$ cat config.mk
export PLATFORM = sky130hd
export DESIGN_NAME = operand_loader
export DESIGN_NICKNAME = d
export VERILOG_FILES = /design/src/rtl/operand_loader.sv
export SDC_FILE = /design/constraint.sdc
export NUM_CORES = 1
export LEC_CHECK = 0
export CAP_MARGIN = 20
export CORE_MARGIN = 1
export CORE_UTILIZATION = 39
export CTS_CLUSTER_DIAMETER = 150
export DETAILED_ROUTE_END_ITERATION = 10
export HOLD_SLACK_MARGIN = 0.12
export PLACE_DENSITY_LB_ADDON = 0.2
export RECOVER_POWER = 25
export SYNTH_ARGS = -nofsm -noshare
export SYNTH_HDL_FRONTEND = slang
export SYNTH_SLANG_ARGS = --single-unit
$ cat constraint.sdc
create_clock -name clk -period 2.52 [get_ports clk]
set_clock_uncertainty 0.1 [all_clocks]
set_input_delay 0.378 -clock clk [delete_from_list [all_inputs] [get_ports clk]]
set_output_delay 0.378 -clock clk [all_outputs]
set_load 0.02 [all_outputs]
$ cat src/rtl/operand_loader.sv
// Operand sequencer for the 8-bit adder: debounces the load button and captures
// operand A, then operand B with carry-in, on successive presses.
module operand_loader #(
   parameter int unsigned WIDTH           = 8,
   parameter int unsigned DEBOUNCE_CYCLES = 500000
) (
   input  logic             clk,
   input  logic             rst_n,
   input  logic             btn_raw,
   input  logic [WIDTH-1:0] sw,
   input  logic             cin_sw,
   input  logic             clr,
   output logic [WIDTH-1:0] a_out,
   output logic [WIDTH-1:0] b_out,
   output logic             cin_out,
   output logic [1:0]       state,
   output logic             op_valid,
   output logic             new_op
);

   localparam int unsigned CNT_W = $clog2(DEBOUNCE_CYCLES);

   typedef enum logic [1:0] {
      ST_LOAD_A = 2'b00,
      ST_LOAD_B = 2'b01,
      ST_READY  = 2'b10
   } state_t;

   logic             r_sync1;
   logic             r_sync2;
   logic             r_stable;
   logic             r_stable_d;
   logic [CNT_W-1:0] r_cnt;
   logic             w_press;

   state_t           r_state;
   state_t           w_state_nxt;
   logic [WIDTH-1:0] r_a;
   logic [WIDTH-1:0] r_b;
   logic             r_cin;
   logic             r_op_valid;
   logic             r_new_op;
   logic [WIDTH-1:0] w_a_nxt;
   logic [WIDTH-1:0] w_b_nxt;
   logic             w_cin_nxt;
   logic             w_new_op_nxt;

   // Two-flop synchroniser and debounce; a level is accepted only after it
   // has differed from the stable level for DEBOUNCE_CYCLES consecutive cycles.
   always_ff @(posedge clk or negedge rst_n) begin
      if (!rst_n) begin
         r_sync1    <= 1'b0;
         r_sync2    <= 1'b0;
         r_stable   <= 1'b0;
         r_stable_d <= 1'b0;
         r_cnt      <= '0;
      end else begin
         r_sync1    <= btn_raw;
         r_sync2    <= r_sync1;
         r_stable_d <= r_stable;
         if (r_sync2 == r_stable) begin
            r_cnt <= '0;
         end else if (r_cnt == CNT_W'(DEBOUNCE_CYCLES - 1)) begin
            r_stable <= r_sync2;
            r_cnt    <= '0;
         end else begin
            r_cnt <= r_cnt + CNT_W'(1);
         end
      end
   end

   assign w_press = r_stable & ~r_stable_d;

   // State and captured-operand registers
   always_ff @(posedge clk or negedge rst_n) begin
      if (!rst_n) begin
         r_state    <= ST_LOAD_A;
         r_a        <= '0;
         r_b        <= '0;
         r_cin      <= 1'b0;
         r_op_valid <= 1'b0;
         r_new_op   <= 1'b0;
      end else begin
         r_state    <= w_state_nxt;
         r_a        <= w_a_nxt;
         r_b        <= w_b_nxt;
         r_cin      <= w_cin_nxt;
         r_op_valid <= (w_state_nxt == ST_READY);
         r_new_op   <= w_new_op_nxt;
      end
   end

   // Next state; clr wins over a press in the same cycle
   always_comb begin
      w_state_nxt = r_state;
      if (clr) begin
         w_state_nxt = ST_LOAD_A;
      end else if (w_press) begin
         case (r_state)
            ST_LOAD_A: w_state_nxt = ST_LOAD_B;
            ST_LOAD_B: w_state_nxt = ST_READY;
            default:   w_state_nxt = ST_LOAD_B;
         endcase
      end
   end

   // Capture values for the operand registers
   always_comb begin
      w_a_nxt      = r_a;
      w_b_nxt      = r_b;
      w_cin_nxt    = r_cin;
      w_new_op_nxt = 1'b0;
      if (clr) begin
         w_a_nxt   = '0;
         w_b_nxt   = '0;
         w_cin_nxt = 1'b0;
      end else if (w_press) begin
         case (r_state)
            ST_LOAD_A: w_a_nxt = sw;
            ST_LOAD_B: begin
               w_b_nxt      = sw;
               w_cin_nxt    = cin_sw;
               w_new_op_nxt = 1'b1;
            end
            default:   w_a_nxt = sw;
         endcase
      end
   end

   assign a_out    = r_a;
   assign b_out    = r_b;
   assign cin_out  = r_cin;
   assign state    = r_state;
   assign op_valid = r_op_valid;
   assign new_op   = r_new_op;

endmodule

Word level (Yosys, flattened, before mapping) --
Cells that the tools add are included.
Storage, ports and cells: register bits 44, bits of input ports 13, output and inout port bits 21, logic and storage cells 42
Cells by class: add/sub/neg operators 1, equal/unequal tests 5, mux-type cells 17, bitwise logic cells 3, reduce and logical (&&, ||, !) cells 5
Operator list (count):
- 8-bit 2-to-1 mux | 6
- 19-bit 2-to-1 mux | 2
- 19-bit by 1-bit adder with 19-bit output, second input constant | 1
- 19-bit == test, second input constant | 1
- 1-bit 2-to-1 mux | 6
- 2-bit 2-to-1 mux | 3
- 2-bit AND reduction | 3
- 2-bit nonzero test | 2
- 2-bit by 1-bit == test with 1-bit output, second input constant | 1
- 2-bit == test, second input constant | 1
- 2-bit inequality test, second input constant | 1
- 1-bit NOT | 2
- 1-bit bitwise AND | 1
- 1-bit == test | 1

Depth between registers and ports, before layout --
depth after elaboration 5, depth in mapped cells 6, gate-level depth less buffers 5

Worst setup path before layout --
Ideal clock, no wire load.
kind register to register, from register r_cnt[5], to register r_cnt[17], setup time 0.078 ns, arrival time 1.772 ns, data required time 2.342 ns, slack 0.571 ns, cell stages (with the launch flop) 6, buffers on the path 1, clock period less this slack 1.949 ns, path through dfrtp_1 > nand4_2 > or4_1 > buf_2 > or4_1 > a21oi_1
Between the ends: longest elaborated chain between the ends 3, elaborated cells between the ends (all ways) 4, classes of those cells add/sub (1); eq/ne (1); mux (2)
Ends and longest elaborated chain:
- start, declared | RTL line 33 | logic [CNT_W-1:0] r_cnt;
- start signal, assigned | RTL line 67 | r_cnt <= r_cnt + CNT_W'(1);
- 19-bit by 1-bit adder with 19-bit output or 19-bit == test (tied branches) | RTL line 67, 63
- 19-bit 2-to-1 mux * | RTL line 63 | end else if (r_cnt == CNT_W'(DEBOUNCE_CYCLES - 1)) begin
- 19-bit 2-to-1 mux * | RTL line 61 | if (r_sync2 == r_stable) begin
Every way passes the cells marked *; elsewhere a longest branch is shown, timed or not. A chain may end at the register's enable or synchronous reset.

Final worst setup path --
Same ends and word-level chain as after synthesis.

==> results.json <==
{
  "wl_met2_um": 1760,
  "crit_path_end_kind": "flop",
  "vdd_drop_max_uv": 261,
  "rsz0062_at_grt": "false",
  "synthCells": 195,
  "critPathMaxFanout": 7,
  "die_w_um": 71.9,
  "area_delta_synth_final_pct": 28.0,
  "start_util_pct": 40.4,
  "multi_input_comb_area_sq_um": 756,
  "outcome": "completed",
  "vias_per_cell": 4.85,
  "grt_remaining_overflow": 0,
  "grt_max_degree": 29,
  "ys_warn_count": 0,
  "routed_wl_um": 3900,
  "cts_max_level": 2,
  "hold_path.startpoint": "r_sync1$_DFF_PN0_",
  "cts_resized": 0,
  "r2r_cells": 4,
  "rrSetupSlack_ps": 410,
  "yosysTopAreaCellShare_pct": 57.7,
  "track_usage_pct": 16.5,
  "grt_pass1_wl_um": 6440,
  "num_vias": 1455,
  "placeableCoreArea_sq_um": 4720,
  "tightest_slew_ps": 909,
  "avgRoutedWirePerCell_um": 13.0,
  "startpoint_type": "flop",
  "finalCritPeriodShare_pct": 83.8,
  "worstHoldPathCells": 0,
  "clock.fmax_ghz": 0.473,
  "ys_ff_latch": 44,
  "regArea_sq_um": 1100,
  "dr.first_iter.drc_count": 67,
  "rr_endpoint": "r_cnt[17]$_DFF_PN0_",
  "holdPathEnd": "r_sync2$_DFF_PN0_",
  "leakage_nw": 0.970,
  "crit_arrival_ps": 2240,
  "met1Wirelength_um": 1910,
  "die_y_um": 71.9,
  "hp-class": "flop to flop",
  "final_cell_area_sq_um": 2440,
  "ys_top_cells_by_area": "dfrtp_1, nand2_1, a21oi_1, nor2_1, xnor2_1",
  "cts_tree": "built",
  "final-max-slew-violation-count": 0,
  "antenna_found_initial": 0,
  "synth_area_sq_um": 1910,
  "place_hpwl_um": 2790,
  "finalNetCount": 246,
  "fillers": 472,
  "worst_slew_margin_rel_pct": 39.4,
  "syn_area_per_cell_sq_um": 9.79,
  "dr_wl_met3_um": 167,
  "r2r_start": "r_cnt[5]$_DFF_PN0_",
  "cts_root_buffer": "clkbuf_8",
  "dpl_worst_slack_ps": 431,
  "hold_violations": 0,
  "setup-tns-final_ps": 0,
  "placed_area_sq_um": 2310,
  "critical_path_required_ps": 2640,
  "post-route-util_pct": 51.7,
  "clock_path_buffers": 2,
  "cts_inserted_buffers": 5,
  "clock_latency_ps": 300,
  "grt_pass1_vias": 1332,
  "yosysSeqAreaShare_pct": 57.7,
  "synth_nets": 209,
  "setup_violations": 0,
  "path_class": "flop to flop",
  "synth_top_cell_by_area": "dfrtp_1",
  "cts_sinks": 44,
  "setup_slack_ps": 407,
  "dr.pass1.iters": 4,
  "dieArea_sq_um": 5180,
  "drive_above_1_share_pct": 9.01,
  "cap_violations": 0,
  "antenna-diode-count": 0,
  "top_layer": "met4",
  "power_density_nw_per_um2": 547,
  "portBuffers": 33,
  "drc_errors": 0,
  "min_period_ps": 2110,
  "io_pins": 34,
  "place.gp.congestion": 0.794,
  "ys_types": 30,
  "final_antenna_net_count": 0,
  "clkSlewWorstSetupHoldPaths_ps": 90,
  "rows": 25
}
synthesized netlist by cell type:
library cell	count
dfrtp_1	44
nand2_1	34
a21oi_1	24
nor2_1	19
nand3_1	13
xnor2_1	8
clkbuf_1	6
inv_1	5
xor2_1	5
or4_1	4
nand4_1	3
nor3_1	3
nor4_1	3
o31ai_1	3
or3_2	3
buf_2	2
nand2b_1	2
o21ai_0	2
and2_1	1
and4_1	1
ha_1	1
mux2_2	1
nand3_2	1
nand4_2	1
nor2b_1	1
nor4b_1	1
o21ai_2	1
or2_2	1
or3_1	1
or4b_2	1
critical path, cell delays in order (launching register included):
cell and delay (ps):
dfrtp_1 460, nand4_2 180, or4_1 630, or4_1 510
a21oi_1 170
logic make-up after synthesis:
logic type | share of synthesized area, %
AO/OA/AOI/OAI | 8.46
XOR/XNOR | 5.97
adder cells (fa/ha/maj) | 0.656
buffers and inverters | 2.69
flip-flops | 57.7
multiplexers | 0.590
AND/OR/NAND/NOR | 23.9
through the flow:
| stage | instances | total power, mW | hold WS, ps |
|---|---|---|---|
| after floorplan | 195 | 0.745 | -17.6 |
| after global placement | 291 | 0.788 | 217 |
| after detailed placement | 291 | 0.788 | 218 |
| after CTS | 300 | 1.35 | 258 |
| after global routing | 300 | 1.39 | 281 |
| final | 300 | 1.34 | 254 |
power breakdown:
part / internal, mW / switching, mW / leakage [nW]
Combinational: 0.0237 / 0.0335 / 0.301
Clock: 0.324 / 0.239 / 0.0614
Sequential: 0.711 / 0.00523 / 0.608
Total: 1.06 / 0.278 / 0.970
repair_timing:
action | 4_1_cts | 5_1_grt
setup endpoints to repair | 0 | 0
setup buffers | 0 | 0
endpoints found under the hold margin | 16 | 0
hold buffers | 1 | 0
worst max path at each step:
stage | depth (start not counted) | start | to
after global placement | 4 | r_cnt[5]$_DFF_PN0_ | r_cnt[17]$_DFF_PN0_
after floorplan | 5 | r_cnt[5]$_DFF_PN0_ | r_cnt[17]$_DFF_PN0_
after detailed placement | 5 | r_cnt[0]$_DFF_PN0_ | r_cnt[18]$_DFF_PN0_
after global routing | 3 | rst_n | r_cnt[5]$_DFF_PN0_
after CTS | 4 | r_cnt[5]$_DFF_PN0_ | r_cnt[17]$_DFF_PN0_
final | 4 | r_cnt[5]$_DFF_PN0_ | r_cnt[17]$_DFF_PN0_
flip-flops by register name, indices dropped and copies added, names as in the netlist:
register and flops:
op_valid 1, state 2, r_cnt 19, r_stable 1, cin_out 1, new_op 1
r_sync2 1, r_stable_d 1, a_out 8, b_out 8, r_sync1 1
cell type report:
| class | count | share of cell area, % |
|---|---|---|
| Sequential cell | 44 | 45.1 |
| Timing Repair Buffer | 38 | 14.8 |
| Tap cell | 67 | 3.43 |
| Inverter | 5 | 0.768 |
| Multi-Input combinational cell | 138 | 30.9 |
| Clock inverter | 2 | 1.59 |
| Clock buffer | 6 | 3.38 |
routing by layer:
layer | GRT usage [%] | vias to the layer above
met5 | 0 | -
li1 | - | 734
met3 | 5.28 | 5
met2 | 24.5 | 22
met4 | 5.23 | 0
met1 | 23.3 | 694
layout by cell type, fill, tap and decap left out, types with 2 or more instances in the layout:
master,n
a21oi_1,24
buf_4,3
clkbuf_8,6
clkdlybuf4s50_1,31
dfrtp_1,44
dlygate4sd3_1,2
inv_1,5
nand2_1,34
nand2b_1,2
nand3_1,13
nand4_1,3
nor2_1,19
nor3_1,3
nor4_1,3
o21ai_0,2
o31ai_1,3
or3_2,3
or4_1,4
xnor2_1,8
xor2_1,5
No activity file was read; power rests on OpenSTA's default activity.
